--- src/rtl/gnrl_sync_fifo_pkg.sv ---
// Shared general-cells definitions and the gnrl_sync_fifo package.
//   GNRL_LOG2(n)        : index width for an n-entry structure.
//   GNRL_DEPTH_CHECK(d) : elaboration-time check that d is a power of two in 2..64.
//   gnrl_sync_fifo_pkg  : FIFO control payload, count-update opcode and its selector.
// No ports; compile this file before the other rtl/ files.

`ifndef GNRL_CELLS_SVH
`define GNRL_CELLS_SVH

`define GNRL_LOG2(n) $clog2(n)

`define GNRL_DEPTH_CHECK(d) \
  if (!(((d) >= 2) && ((d) <= 64) && ((((d) & ((d) - 1))) == 0))) begin : g_depth_illegal \
    $error("gnrl cell: DEPTH must be a power of two in 2..64"); \
  end

`endif

package gnrl_sync_fifo_pkg;

  // Per-cycle FIFO control decisions.
  typedef struct packed {
    logic clr;  // flush: clear pointers and count
    logic wr;   // store an entry at the tail
    logic rd;   // retire the head entry
  } fifo_ctl_t;

  typedef enum logic [1:0] {
    CNT_HOLD = 2'd0,
    CNT_INC  = 2'd1,
    CNT_DEC  = 2'd2,
    CNT_CLR  = 2'd3
  } cnt_op_e;

  // Clear dominates; a simultaneous write and read leaves the count alone.
  function automatic cnt_op_e cnt_op_sel(input fifo_ctl_t ctl);
    cnt_op_e op;
    op = CNT_HOLD;
    if (ctl.clr) begin
      op = CNT_CLR;
    end else if (ctl.wr && !ctl.rd) begin
      op = CNT_INC;
    end else if (ctl.rd && !ctl.wr) begin
      op = CNT_DEC;
    end
    return op;
  endfunction

endpackage

--- src/rtl/gnrl_sync_fifo_ptr.sv ---
// Load-enabled flop cells and the FIFO wrap-around pointer.
//   gnrl_dffl  : load-enabled flop, no reset (storage).
//     clk, lden_i, d_i[DW] -> q_o[DW]
//   gnrl_dfflr : load-enabled flop, async active-high reset to 0.
//     clk, rst, lden_i, d_i[DW] -> q_o[DW]
//   gnrl_fifo_ptr : AW-bit pointer over 2**AW entries; clear beats increment.
//     clk, rst, clr_i, inc_i -> ptr_o[AW]

module gnrl_dffl #(
  parameter int unsigned DW = 1
) (
  input  logic          clk,
  input  logic          lden_i,
  input  logic [DW-1:0] d_i,
  output logic [DW-1:0] q_o
);

  logic [DW-1:0] dat_q;

  always_ff @(posedge clk) begin
    if (lden_i) begin
      dat_q <= d_i;
    end
  end

  assign q_o = dat_q;

endmodule

module gnrl_dfflr #(
  parameter int unsigned DW = 1
) (
  input  logic          clk,
  input  logic          rst,
  input  logic          lden_i,
  input  logic [DW-1:0] d_i,
  output logic [DW-1:0] q_o
);

  logic [DW-1:0] dat_q;

  always_ff @(posedge clk or posedge rst) begin
    if (rst) begin
      dat_q <= '0;
    end else if (lden_i) begin
      dat_q <= d_i;
    end
  end

  assign q_o = dat_q;

endmodule

module gnrl_fifo_ptr #(
  parameter int unsigned AW = 2
) (
  input  logic          clk,
  input  logic          rst,
  input  logic          clr_i,
  input  logic          inc_i,
  output logic [AW-1:0] ptr_o
);

  logic [AW-1:0] ptr_q;
  logic [AW-1:0] ptr_d;
  logic          ptr_ld;

  // Depth is 2**AW, so the natural AW-bit rollover is the wrap to 0.
  always_comb begin
    ptr_ld = clr_i | inc_i;
    ptr_d  = clr_i ? '0 : ptr_q + AW'(1);
  end

  gnrl_dfflr #(.DW(AW)) u_ptr (
    .clk    (clk),
    .rst    (rst),
    .lden_i (ptr_ld),
    .d_i    (ptr_d),
    .q_o    (ptr_q)
  );

  assign ptr_o = ptr_q;

endmodule

--- src/rtl/gnrl_sync_fifo.sv ---
// Single-clock valid/ready FIFO with flush and async active-high reset.
// Optional feature macro: GNRL_FIFO_BYPASS_EN -- when defined, an empty FIFO
// forwards i_vld/i_dat straight to o_vld/o_dat; without it the minimum
// write-to-read latency is one cycle.
// Ports:
//   clk, rst          : clock, asynchronous active-high reset
//   flush             : discard all stored entries on the next edge
//   i_vld/i_rdy/i_dat : write side handshake and data
//   o_vld/o_rdy/o_dat : read side handshake and head data (unregistered)
//   count             : number of stored entries, 0..DEPTH

module gnrl_sync_fifo
  import gnrl_sync_fifo_pkg::*;
#(
  parameter int unsigned DATA_WIDTH = 32,
  parameter int unsigned DEPTH      = 4
) (
  input  logic                        clk,
  input  logic                        rst,
  input  logic                        flush,
  input  logic                        i_vld,
  output logic                        i_rdy,
  input  logic [DATA_WIDTH-1:0]       i_dat,
  output logic                        o_vld,
  input  logic                        o_rdy,
  output logic [DATA_WIDTH-1:0]       o_dat,
  output logic [`GNRL_LOG2(DEPTH):0]  count
);

  localparam int unsigned AW = `GNRL_LOG2(DEPTH);
  localparam int unsigned CW = AW + 1;

  `GNRL_DEPTH_CHECK(DEPTH)

  logic [AW-1:0]                  head_q;
  logic [AW-1:0]                  tail_q;
  logic [CW-1:0]                  cnt_q;
  logic [CW-1:0]                  cnt_d;
  logic                           cnt_ld;
  cnt_op_e                        cnt_op;
  fifo_ctl_t                      ctl;
  logic [DEPTH-1:0]               wr_sel;
  logic [DEPTH-1:0][DATA_WIDTH-1:0] mem;
  logic                           empty;
  logic                           full;
  logic                           push;
  logic                           pop;
  logic                           byp_hit;

  // Handshake, bypass forwarding and per-cycle control decisions.
  always_comb begin
    empty   = (cnt_q == '0);
    full    = (cnt_q == CW'(DEPTH));
    i_rdy   = !full && !flush;
    o_vld   = !empty && !flush;
    o_dat   = mem[head_q];
    byp_hit = 1'b0;
`ifdef GNRL_FIFO_BYPASS_EN
    if (empty && !flush) begin
      o_vld   = i_vld;
      o_dat   = i_dat;
      // Entry consumed in flight: nothing is stored and no state moves.
      byp_hit = i_vld && o_rdy;
    end
`endif
    push    = i_vld && i_rdy;
    pop     = o_vld && o_rdy;
    ctl.clr = flush;
    ctl.wr  = push && !byp_hit;
    ctl.rd  = pop && !byp_hit;
  end

  // Count update and storage write-enable decode.
  always_comb begin
    cnt_op = cnt_op_sel(ctl);
    cnt_ld = (cnt_op != CNT_HOLD);
    cnt_d  = cnt_q;
    unique case (cnt_op)
      CNT_INC: cnt_d = cnt_q + CW'(1);
      CNT_DEC: cnt_d = cnt_q - CW'(1);
      CNT_CLR: cnt_d = '0;
      default: cnt_d = cnt_q;
    endcase
    wr_sel = '0;
    if (ctl.wr) begin
      wr_sel[tail_q] = 1'b1;
    end
  end

  gnrl_dfflr #(.DW(CW)) u_cnt (
    .clk    (clk),
    .rst    (rst),
    .lden_i (cnt_ld),
    .d_i    (cnt_d),
    .q_o    (cnt_q)
  );

  gnrl_fifo_ptr #(.AW(AW)) u_head (
    .clk   (clk),
    .rst   (rst),
    .clr_i (ctl.clr),
    .inc_i (ctl.rd),
    .ptr_o (head_q)
  );

  gnrl_fifo_ptr #(.AW(AW)) u_tail (
    .clk   (clk),
    .rst   (rst),
    .clr_i (ctl.clr),
    .inc_i (ctl.wr),
    .ptr_o (tail_q)
  );

  // Storage entries carry no reset; contents are don't-care while empty.
  for (genvar i = 0; i < DEPTH; i++) begin : g_mem
    gnrl_dffl #(.DW(DATA_WIDTH)) u_ent (
      .clk    (clk),
      .lden_i (wr_sel[i]),
      .d_i    (i_dat),
      .q_o    (mem[i])
    );
  end

  assign count = cnt_q;

endmodule
--- config.mk ---
export PLATFORM = sky130hd
export DESIGN_NAME = gnrl_sync_fifo
export DESIGN_NICKNAME = d
export VERILOG_FILES = /design/src/rtl/gnrl_sync_fifo_pkg.sv /design/src/rtl/gnrl_sync_fifo_ptr.sv /design/src/rtl/gnrl_sync_fifo.sv
export SDC_FILE = /design/constraint.sdc
export NUM_CORES = 1
export LEC_CHECK = 0
export ABC_AREA = 1
export ABC_CLOCK_PERIOD_IN_PS = 4900
export CAP_MARGIN = 40
export CORE_MARGIN = 2
export CORE_UTILIZATION = 30
export CTS_CLUSTER_SIZE = 24
export DETAILED_ROUTE_END_ITERATION = 6
export PLACE_DENSITY = 0.61
export SYNTH_ARGS = -nofsm -noshare
export SYNTH_HDL_FRONTEND = slang
export SYNTH_SLANG_ARGS = --single-unit
--- constraint.sdc ---
create_clock -name clk -period 4.9 [get_ports clk]
set_input_delay 0.49 -clock clk [delete_from_list [all_inputs] [get_ports clk]]
set_output_delay 0.49 -clock clk [all_outputs]
set_load 0.05 [all_outputs]
==> summary.md, run 1 <==
| Metric | Value |
|---|---|
| Worst-Skew Late Latency | 0.41 ns |
| Critical Path RT | 4.41 ns |
| CTS tree | done |
| N_diodes | 0 |
| Slowest CP cell | clkdlybuf4s50_1 |
| Crit-path max FO | 64 |
| Worst vdd ir | 0.0002308 V |
| Wire per inst | 16.11 um |
| Worst Setup End Kind | primary output |
| Vias per inst | 4.674 |
| Detailed Route Iter0 Violations | 247 |
| Lkg Pwr | 2.330 nW |
| Final Setup Violations | 0 |
| Core footprint | 17,180 um2 |
| Syn avg cell area | 13.99 um2 |
| Worst-case reg-to-reg path depth | 11 |
| # Post-CTS Setup Buffers | 0 |
| Initial antenna violation count | 0 |
| Detailed Route WL | 11,130 um |
| Hold Buf Count CTS | 0 |
| Final design area excluding fillers | 6904 um2 |
| WL met2 | 5441 um |
| DIE AREA | 18,460 um2 |
| Slew margin rel. | 0.5784 |
| Buffers and inverters on the worst path | 2 |
| Core Rows | 48 |
| Setup TNS | 0 ns |
| Gr usage total | 0.1240 |
| Highest Signal Layer | met4 |
| Clk_skew | 0.009381 ns |
| Hold Vio Cnt, Final | 0 |
| Tmin final | 3.174 ns |
| Starting Density | 0.3038 |
| Sink Count | 135 |
| Peak Freq | 315.1 MHz |
| Worst path max stage delay | 0.87 ns |
| Port buffer count | 73 |
| Gr ovfl total | 0 |
| Detailed Place HPWL | 6951 um |
| #FFs+latches synth | 135 |
| Vias in the first global route | 3,160 |
| CTS HTree Levels | 4 |
| Initial DRT Pass Iterations | 6 |
| Worst Hold Class | input pin to asynchronous set/reset pin |
| Pins over their slew limit | 0 |
| GPL Wtd Cong | 0.7165 |
| Layout area overhead | 32.33% |
| DP Area | 6309 um2 |
| Die Span X | 135.9 um |
| Placement Setup Slack | 2.157 ns |
| Worst-Margin Slew | 0.6323 ns |
| Unrepaired setup endpoints after global routing | no |
| Fin crit share | 0.6478 |
| Post-CTS resize count | 0 |
| Netlist cell types | 24 |
| # DRC | 0 |
| Synth Cell Area | 5218 um2 |
| Die H | 135.9 um |
| Seq/Total Area, Yosys | 0.7703 |
| Synth Warn # | 0 |
| First-pass GRT wire length | 16,820 um |
| Critical path type | flop to primary output |
| FF-to-FF Start | u_cnt.q_o[0] |
| Startpoint class of the critical path | flop |
| Met3 wire len | 550 um |
| Status | finished, final reports clean |
| M1 WL | 5016 um |
| Cells after Synth | 373 |
| Fin nets | 495 |
| Share of cells above drive strength 1 | 0.1137 |
| Pin count of the biggest net entering global routing | 65 |
| Via count | 3,230 |
| MaxCap Viol Count | 0 |
| Syn_nets | 415 |
| Final worst slack | 1.726 ns |
| PwrDens | 561.5 nW/um2 |
| R2R setup slack | 3.12 ns |
| IO Pins | 74 |
| Root Driver | clkbuf_16 |
| Num CTS Buffers | 17 |
| Deepest clock path buffer count | 2 |
| Critical path, cell by cell | buf_4, o21ai_0, o22ai_1, clkdlybuf4s50_1 |
| Post-route ant nets | 0 |
| Clk slew on worst S/H paths | 0.06 ns |
| R2R Path End | u_cnt.q_o[2] |
| Family with the most delay on the worst path | buffers and inverters |
| Hold_ws | 0.3074 ns |
| Crit path arrival time | 2.68 ns |
[metrics by stage]
stage	std cells	total power [W]	util
after floorplan	373	0.002210	-
final	691	0.003877	0.4020
after CTS	691	0.003913	0.4020
after global placement	653	0.002595	0.3594
after detailed placement	659	0.002641	0.3673
after global routing	691	0.004034	0.4020
[metal layers]
| layer | global-route usage | up-vias |
|---|---|---|
| met5 | 0 | - |
| met1 | 0.1563 | 1610 |
| met3 | 0.03840 | 11 |
| li1 | - | 1537 |
| met4 | 0.04398 | 0 |
| met2 | 0.2026 | 72 |
[cells in the final DEF, fill, tap and decap left out, drive strengths merged]
master / count
dfrtp: 7
edfxtp: 128
nand2: 17
nor2: 72
o31ai: 1
ha: 4
inv: 15
fa: 1
a21oi: 2
buf: 8
clkinv: 6
clkinvlp: 1
clkbuf: 21
o22ai: 32
bufinv: 4
clkdlybuf4s50: 73
o21ai: 69
nand3: 5
[power breakdown]
part,switching [W],internal (W)
Combinational,0.000858,0.000378
Sequential,0.0000271,0.00134
Clock,0.000427,0.000843
[final cells by class]
| type | count | area (um2) |
|---|---|---|
| inverter | 15 | 58.81 |
| clock inverter | 11 | 155.1 |
| clock buffer | 21 | 440.4 |
| multi-input combinational | 203 | 1067 |
| tap | 225 | 281.5 |
| sequential | 135 | 4020 |
| fill | 1596 | 10270 |
| timing repair buffer | 81 | 880.8 |
[cells in the mapped netlist (all sizes together)]
master | number | area [um2]
edfxtp | 128 | 3844
nor2 | 72 | 280.3
o21ai | 69 | 345.3
o22ai | 32 | 200.2
nand2 | 17 | 81.33
inv | 15 | 58.81
clkbuf | 14 | 52.55
dfrtp | 7 | 175.2
buf | 6 | 50.04
nand3 | 5 | 42.54
ha | 4 | 50.05
a21oi | 2 | 10.01
fa | 1 | 20.02
o31ai | 1 | 7.510
[cells by family after synthesis]
logic type	count (synthesis)	share of synthesized area
compound gates	104	0.1079
fa+ha+maj	5	0.01343
buf+inv	35	0.03093
flops	135	0.7703
simple gates	94	0.07746
[state kept, by name, summed over array words and instances, names as in the netlist]
register          flops
g_mem.u_ent.q_o     128
u_head.u_ptr.q_o      2
u_cnt.q_o             3
u_tail.u_ptr.q_o      2
[worst max-delay path by stage]
stage,from,endpoint,slack [ns],cells past startpoint
floorplan,u_cnt.q_o[0],g_mem[0].u_ent.q_o[0],2.14,4
global route,u_head.u_ptr.q_o[0],o_dat[30],1.57,4
CTS,u_head.u_ptr.q_o[0],o_dat[30],1.72,4
finish,u_head.u_ptr.q_o[0],o_dat[30],1.73,4
global placement,u_head.u_ptr.q_o[1],o_dat[30],1.92,4
detailed placement,u_head.u_ptr.q_o[0],o_dat[30],2.16,4
(Power assumes the default switching activity.)
==> run 2, diff against run 1 <==
--- a/config.mk
+++ b/config.mk
@@ -6,13 +6,13 @@
 export NUM_CORES = 1
 export LEC_CHECK = 0
 export ABC_AREA = 1
-export ABC_CLOCK_PERIOD_IN_PS = 4900
+export ABC_CLOCK_PERIOD_IN_PS = 2800
 export CAP_MARGIN = 40
 export CORE_MARGIN = 2
 export CORE_UTILIZATION = 30
 export CTS_CLUSTER_SIZE = 24
 export DETAILED_ROUTE_END_ITERATION = 6
-export PLACE_DENSITY = 0.61
+export PLACE_DENSITY = 0.63
 export SYNTH_ARGS = -nofsm -noshare
 export SYNTH_HDL_FRONTEND = slang
 export SYNTH_SLANG_ARGS = --single-unit
==> constraint.sdc (replaced) <==
create_clock -name clk -period 2.8 [get_ports clk]
set_input_delay 0.28 -clock clk [delete_from_list [all_inputs] [get_ports clk]]
set_output_delay 0.28 -clock clk [all_outputs]
set_load 0.05 [all_outputs]
==> run 2 against run 1 <==
Sequential power increased by 76%. Final cell count increased by 0.72%. Worst hold slack got worse by 0.22 ns. Utilization decreased by 0.29 points. Register-to-register slack got worse by 2.1 ns. Non-clock buffer count increased by 5. Global-route usage increased by 0.84 points. Clock-buffer cell count decreased by 4. Critical path type unchanged. Highest routed layer unchanged.
==> summary.md, run 2 (synthesis gave the netlist of run 1 again) <==
| Metric | Value |
|---|---|
| CTS tree | done |
| Peak Freq | 425.7 MHz |
| Share of cells above drive strength 1 | 0.2038 |
| FF-to-FF Start | u_cnt.q_o[0] |
| Final design area excluding fillers | 6854 um2 |
| Core footprint | 17,180 um2 |
| IO Pins | 74 |
| Clk slew on worst S/H paths | 0.06 ns |
| Sink Count | 135 |
| Gr ovfl total | 0 |
| Layout area overhead | 31.37% |
| Deepest clock path buffer count | 2 |
| PwrDens | 1009 nW/um2 |
| Die Span X | 135.9 um |
| Critical path type | flop to primary output |
| Final Setup Violations | 0 |
| Unrepaired setup endpoints after global routing | no |
| # DRC | 0 |
| Pin count of the biggest net entering global routing | 65 |
| Detailed Route Iter0 Violations | 224 |
| Core Rows | 48 |
| DP Area | 6201 um2 |
| Initial antenna violation count | 0 |
| Worst-Margin Slew | 0.6297 ns |
| Gr usage total | 0.1324 |
| Detailed Place HPWL | 7300 um |
| Post-CTS resize count | 0 |
| Vias per inst | 4.674 |
| # Post-CTS Setup Buffers | 0 |
| Critical Path RT | 2.52 ns |
| Die H | 135.9 um |
| Commonest cells after routing, fill and taps aside | edfxtp_1, o21ai_0, nor2_1 |
| Port buffer count | 73 |
| Num CTS Buffers | 17 |
| Crit-path max FO | 64 |
| Startpoint class of the critical path | flop |
| CTS HTree Levels | 4 |
| MaxCap Viol Count | 0 |
| First-pass GRT wire length | 17,600 um |
| Crit path arrival time | 2.07 ns |
| Crit path launch | u_head.u_ptr.q_o[0] |
| Pins over their slew limit | 0 |
| Starting Density | 0.3038 |
| Vias in the first global route | 3,173 |
| Root Driver | clkbuf_16 |
| Fin nets | 500 |
| Worst Hold Class | input pin to asynchronous set/reset pin |
| Max reg flops | 128 |
| Lkg Pwr | 2.385 nW |
| Tmin final | 2.349 ns |
| Detailed Route WL | 11,560 um |
| DIE AREA | 18,460 um2 |
| Worst Setup End Kind | primary output |
| Slew margin rel. | 0.5802 |
| Hold Vio Cnt, Final | 0 |
| Wire per inst | 16.60 um |
| Via count | 3,253 |
| Worst-Skew Late Latency | 0.42 ns |
| Setup TNS | 0 ns |
| # fillers | 1,611 |
| Initial DRT Pass Iterations | 4 |
| Status | finished, final reports clean |
| Most common cell after layout, fill and taps aside | edfxtp_1 |
| Post-route ant nets | 0 |
| Worst vdd ir | 0.0006605 V |
| Hold Buf Count CTS | 0 |
| Fin crit share | 0.8389 |
| N_diodes | 0 |
| Clk_skew | 0.005190 ns |
| GPL Wtd Cong | 0.7685 |
==> run 2: cell count changes in the layout (fill, tap and decap cells not counted), moves of 2 or more <==
cell and change:
buf_16 -2, buf_12 -2, clkdlybuf4s50_1 -32, clkbuf_1 -4, clkinv_1 -2, clkinv_4 +5
buf_4 +41, clkinv_2 -2
==> run 2: metal layers <==
layer,part of all wire,track usage
met5,0,0
met1,0.43,0.1552
met2,0.51,0.2222
met4,0.013,0.04919
met3,0.049,0.04959
==> run 2: power by group <==
part	switching, W	total, W	internal, W
logic	0.00150	0.00208	0.000582
clock network	0.000846	0.00243	0.00158
registers	0.0000601	0.00241	0.00235
total	0.00240	0.00692	0.00452
==> run 2: cell type report <==
cell class	count	area, um2	area share
clock inverter	15	227.7	0.03322
sequential	135	4020	0.5865
inverter	15	58.81	0.008580
tap	225	281.5	0.04107
multi-input combinational	203	1067	0.1557
clock buffer	17	425.4	0.06207
timing repair buffer	86	773.2	0.1128
==> run 2: worst paths after layout <==
path	to	slack, ns	cells past startpoint
min in group clk	g_mem[0].u_ent.q_o[17]	0.49	1
setup / recovery	o_dat[5]	0.45	4
setup reg to reg	u_cnt.q_o[2]	0.99	11
hold / removal	u_cnt.q_o[0]	0.08	2
hold reg to reg	u_tail.u_ptr.q_o[0]	0.58	1
max in group asynchronous	u_head.u_ptr.q_o[0]	2.48	2
==> run 2: critical path: stages, from the launching register on <==
cell and delay [ns]:
dfrtp_2 0.37, buf_4 0.52, o21ai_0 0.20, o22ai_1 0.28, buf_4 0.26
==> run 2: through the flow <==
step                utilization  std cells  hold WS (ns)  setup WS, ns  total power, W
CTS                      0.3990        696       0.08218        0.4252        0.006989
global placement         0.3610        664        0.5444        0.7171        0.004517
detailed placement       0.3610        664        0.5383        0.6699        0.004549
finish                   0.3990        696       0.08340        0.4512        0.006919
global route             0.3990        696        0.1184        0.3223        0.007198
floorplan                     -        373       0.08340       0.03729        0.003867
==> edit 1 (flow settings as in run 1) <==
Build with the macro `GNRL_FIFO_BYPASS_EN` defined.
--- a/src/rtl/gnrl_sync_fifo.sv
+++ b/src/rtl/gnrl_sync_fifo.sv
@@ -8,6 +8,8 @@
 //   i_vld/i_rdy/i_dat : write side handshake and data
 //   o_vld/o_rdy/o_dat : read side handshake and head data (unregistered)
 //   count             : number of stored entries, 0..DEPTH
+
+`define GNRL_FIFO_BYPASS_EN
 
 module gnrl_sync_fifo
   import gnrl_sync_fifo_pkg::*;
Behaviour: not the same (a bounded check fails within 4 cycles, from zero or initial values and one cycle with rst high).
==> edit 1 against run 1 <==
  * Cell area is 4.3% higher
  * First-iteration DRC count is 29% higher
  * Sequential power is 4% higher
  * Clock skew hardly changed
  * Power is 2.7% lower
  * Wire length is 17% higher
  * Fmax is 16% lower
  * Area after synthesis is 9.3% higher
  * Sequential cell count stayed put
  * Setup slack worse by 0.61 ns
  * Largest cell class unchanged
  * Largest power group unchanged
==> edit 1: results (changes against run 1) <==
Parameter                              Value

Final layout
  Count of filler cells inserted in the layout    1782 (+12%)
  Fraction of final layout cells sized beyond drive strength 1    7.72% (-3.7 points)
  Number of flip-flops in the largest register    128 (unchanged)
  Ant. Diodes    0 (unchanged)
  Final #Nets    599 (+21%)

GRT
  Total global routing track utilization    13.5% (+1.1 points)
  Initial antenna violation count    0 (unchanged)
  Global-route wire length before repair    20500 um (+22%)
  Number of global-route vias before repair    3911 (+24%)
  Largest net degree at the start of global routing    65 (unchanged)

Min path
  Classification of the worst-slack hold path    in -> async

Drt
  Met3 routed WL    818 um (+49%)
  Via total after detailed routing    3798 (+18%)
  Total wirelength of the detailed-routed design    13000 um (+17%)
  Metal2 WL    6420 um (+18%)
  Met1 WL    5620 um (+12%)
  DRC violation total after the first TritonRoute iteration    319 (+29%)
  Detailed Routing Iterations Pass 1    5 (-1)

Yosys
  Primary flip-flop cell chosen by synthesis mapping    edfxtp_1
  Nets in the synthesized netlist    528 (+27%)
  Post-synth top cells    nor2_1 (165), edfxtp_1 (128), o21ai_0 (62), a31oi_1 (32), inv_1 (17)
  Unique masters post-synth    23 (-4.2%)
  Number of synthesized flops with an enable pin    128 (unchanged)
  Proportion of synthesized flip-flops having asynchronous set or reset    5.19% (unchanged)
  Sequential-to-total area share from yosys stat    70.5% (-6.6 points)
  Number of synthesis warnings    0 (unchanged)
  Top cells by area in the synthesized netlist    edfxtp_1 (67%), nor2_1 (11%), o21ai_0 (5.4%)

Clock network
  Number of resized instances in the post-cts repair step    0 (unchanged)
  Bufs on Longest Clock Path    2 (unchanged)
  Root buffer selected by CTS    clkbuf_16
  Setup Buffers After CTS    0 (unchanged)
  Insertion delay to the later sink of the worst-skew pair    0.41 ns (about the same)
  Num CTS Buffers    17 (unchanged)
  Deepest level of the CTS H-tree    4 (unchanged)

Critical path
  Standard cell with the maximum stage delay on the critical path    dfrtp_2
  CP Data Arrival Time    3.29 ns (+0.61 ns)
  Largest fanout on the critical path    34 (-47%)
  CP peak stage delay    0.89 ns (+0.02 ns)
  Cell family contributing the most delay on the critical path    buffers and inverters

Timing
  Pin slew with the least headroom to its limit    0.809 ns (+0.177 ns)
  Final Setup Violations    0 (unchanged)
  Worst setup skew after layout    0.00948 ns (+0.0000970 ns)

Placement
  Weighted congestion at the end of routability-driven global placement    0.707 (-1.3%)
  Port Buffer Count    73 (unchanged)
  DP Wirelength    7970 um (+15%)

Pwr
  Peak supply drop    262 uV (+14%)
  P_leak    2.50 nW (+7.3%)

Run status
  Run status    finished, final reports clean
==> edit 1: area by class of cell <==
class | instances | area, um^2 | area share, %
Clock inverter | 6 | 27.5 | 0.382
Timing Repair Buffer | 81 | 891 | 12.4
Tap cell | 234 | 293 | 4.06
Inverter | 19 | 71.3 | 0.990
Clock buffer | 26 | 459 | 6.37
Multi-Input combinational cell | 303 | 1440 | 20.0
Sequential cell | 135 | 4020 | 55.8
==> edit 1: report_power, final <==
| group | switching, W | internal [W] | leakage (nW) |
|---|---|---|---|
| Sequential | 0.0000435 | 0.00137 | 1.25 |
| Clock | 0.000415 | 0.000638 | 0.239 |
| Combinational | 0.000900 | 0.000402 | 1.01 |
==> edit 1: metal layers <==
metal	vias up	track usage, %
met3	14	4.29
met1	1839	15.8
met5	-	0
li1	1850	-
met4	0	6.26
met2	95	22.5
==> edit 1: path summary, 6_finish.rpt <==
kind / start / to / slack, ns / cells after the start
worst min-delay path: rst / u_cnt.q_o[1]$_DFFE_PP0P_ / 0.32 / 2
min in group clk: u_tail.u_ptr.q_o[1]$_DFFE_PP0P_ / u_tail.u_ptr.q_o[1]$_DFFE_PP0P_ / 0.64 / 2
worst min register to register: u_tail.u_ptr.q_o[1]$_DFFE_PP0P_ / u_tail.u_ptr.q_o[1]$_DFFE_PP0P_ / 0.64 / 2
worst max-delay path: u_head.u_ptr.q_o[1]$_DFFE_PP0P_ / o_dat[28] / 1.12 / 5
worst max register to register: u_cnt.q_o[0]$_DFFE_PP0P_ / u_cnt.q_o[2]$_DFFE_PP0P_ / 2.50 / 13
max in group asynchronous: rst / u_head.u_ptr.q_o[1]$_DFFE_PP0P_ / 4.33 / 2
==> edit 1: metrics by stage <==
stage	cell area, um^2	setup WS, ns	instances	power (W)	hold WS (ns)
4_1_cts	7200	1.05	804	0.00382	0.306
3_3_place_gp	6580	1.46	767	0.00270	0.597
5_1_grt	7200	0.913	804	0.00394	0.342
2_1_floorplan	5700	1.75	486	0.00232	0.293
6_report	7200	1.12	804	0.00377	0.321
3_5_place_dp	6720	1.45	772	0.00275	0.637
==> edit 1: cells by family (layout without fill, tap and decap cells) <==
kind of cell	Yosys count	in the layout	synth area share (%)
DFF	135	135	70.5
and+or+nand+nor	194	194	13.6
adders and majority gates	5	5	1.23
AOI/OAI and AO/OA	103	103	9.74
buffers and inverters	48	132	4.80
xor gates and xnor gates	1	1	0.154
==> edit 2 (config.mk and constraints of run 1) <==
Made on the original files. Remove the case item `CNT_DEC` of the case on `cnt_op`.
--- a/src/rtl/gnrl_sync_fifo.sv
+++ b/src/rtl/gnrl_sync_fifo.sv
@@ -77,7 +77,6 @@
     cnt_d  = cnt_q;
     unique case (cnt_op)
       CNT_INC: cnt_d = cnt_q + CW'(1);
-      CNT_DEC: cnt_d = cnt_q - CW'(1);
       CNT_CLR: cnt_d = '0;
       default: cnt_d = cnt_q;
     endcase
Function: changed (Yosys sat finds a counterexample within 4 cycles, from zero or initial values and one cycle with rst high).
==> edit 2 against run 1 <==
  * Cell area down 0.24%
  * Setup slack better by 0.0064 ns
  * Power down 6.0%
  * Wire length up 3.1%
  * Via count down 0.12%
  * Fmax up 0.20%
  * Non-clock buffer count down 1
  * Count of clock-buffer cells in the layout down 4
  * Area after synthesis up 1.5%
  * Sequential cell count unchanged
==> edit 2: results (changes against run 1) <==
Parameter                              Value

Run status
  Run status    finished, final reports clean

Critical path
  Setup slack of the worst register-to-register path    2.84 ns (-0.28 ns)
  Capture point of the worst reg-to-reg path    g_mem[1].u_ent.q_o[17]$_DFFE_PP_

Yosys
  Nets in the synthesized netlist    420 (+1.2%)
  Top cells by area in the synthesized netlist    edfxtp_1 (73%), nor2_1 (5.0%), o22ai_1 (3.8%)
  Sequential-to-total area share from yosys stat    75.9% (-1.1 points)
  Post-synth top cells    edfxtp_1 (128), nor2_1 (70), o21ai_0 (36), o22ai_1 (32), o21ai_1 (30)
  Post-Syn Area per Cell    14.0 um^2 (+0.43%)

Final layout
  Final #Nets    498 (+0.61%)
  Number of standard cells in the layout, taps in and fillers out    693 (+0.29%)
  Count of filler cells inserted in the layout    1594 (-0.13%)
  Fraction of final layout cells sized beyond drive strength 1    10.5% (-0.90 points)

GRT
  Global-route wire length before repair    17400 um (+3.7%)
  Total global routing track utilization    12.8% (+0.42 points)
  GR met3 Demand/Resource    4.11% (+0.27 points)
  Global-route track usage on met2    21.4% (+1.1 points)

Drt
  Total wirelength of the detailed-routed design    11500 um (+3.1%)
  Detailed Routing Iterations Pass 1    4 (-2)
  Via total after detailed routing    3226 (-0.12%)
  Metal2 WL    5560 um (+2.3%)

Pwr
  Int Pwr    0.00247 W (-3.8%)
  Peak supply drop    215 uV (-6.9%)

Placement
  Worst Setup Slack post-DPL    2.14 ns (-0.0125 ns)
  Number of cells after detailed placement    661 (+0.30%)
  Weighted congestion at the end of routability-driven global placement    0.724 (+1.1%)
  Placed Area    0.00628 mm^2 (-0.50%)
  DP Wirelength    7040 um (+1.2%)

Timing
  Worst setup skew after layout    0.00416 ns (-0.00522 ns)
  Worst slew margin relative to its limit    53.3% (-4.6 points)
edit 2: changes by cell type after synthesis, moves of 2 or more:
cell      before  now
buf_4          3    1
o21ai_0       67   36
o21ai_1        2   30
nand2_2        7    1
ha_1           4    6
clkbuf_1      14    0
nand2_1       10   19
clkbuf_2       0    2
nand3_1        3    5
buf_6          2   10
inv_1         12   14
buf_2          1    7
edit 2: worst max-delay path: stages (launching register included):
cell,delay (ns)
dfrtp_2,0.36
buf_4,0.56
o21ai_0,0.20
o22ai_1,0.29
clkdlybuf4s50_1,0.86
edit 2: cells by family after synthesis:
kind of cell | count (synthesis) | synth area share, %
compound gates | 100 | 10.3
buf+inv | 38 | 4.70
xor+xnor | 1 | 0.165
simple gates | 97 | 7.56
fa+ha+maj | 6 | 1.42
flops | 135 | 75.9
edit 2: how the worst max path moves through the flow:
stage	endpoint	slack, ns
after global placement	o_dat[17]	1.92
after global routing	o_dat[0]	1.56
after detailed placement	o_dat[0]	2.14
after floorplan	g_mem[0].u_ent.q_o[0]$_DFFE_PP_	1.90
final	o_dat[0]	1.73
after CTS	o_dat[0]	1.71
edit 2: final cells by class:
type / count / area (um^2) / area share, %
repair buffers: 80 / 853 / 12.4
clock buffers: 17 / 425 / 6.18
clock inverters: 15 / 185 / 2.69
flip-flops and latches: 135 / 4020 / 58.4
multi-input cells: 204 / 1060 / 15.4
well taps: 225 / 282 / 4.09
inverters: 17 / 63.8 / 0.926
edit 2: power groups by stage:
| stage | clock network, W | logic (W) | registers, W |
|---|---|---|---|
| after floorplan | 0 | 0.000683 | 0.00137 |
| after global placement | 0 | 0.00100 | 0.00135 |
| after detailed placement | 0 | 0.00102 | 0.00135 |
| after CTS | 0.00132 | 0.00103 | 0.00133 |
| after global routing | 0.00137 | 0.00108 | 0.00134 |
| final | 0.00130 | 0.00101 | 0.00133 |
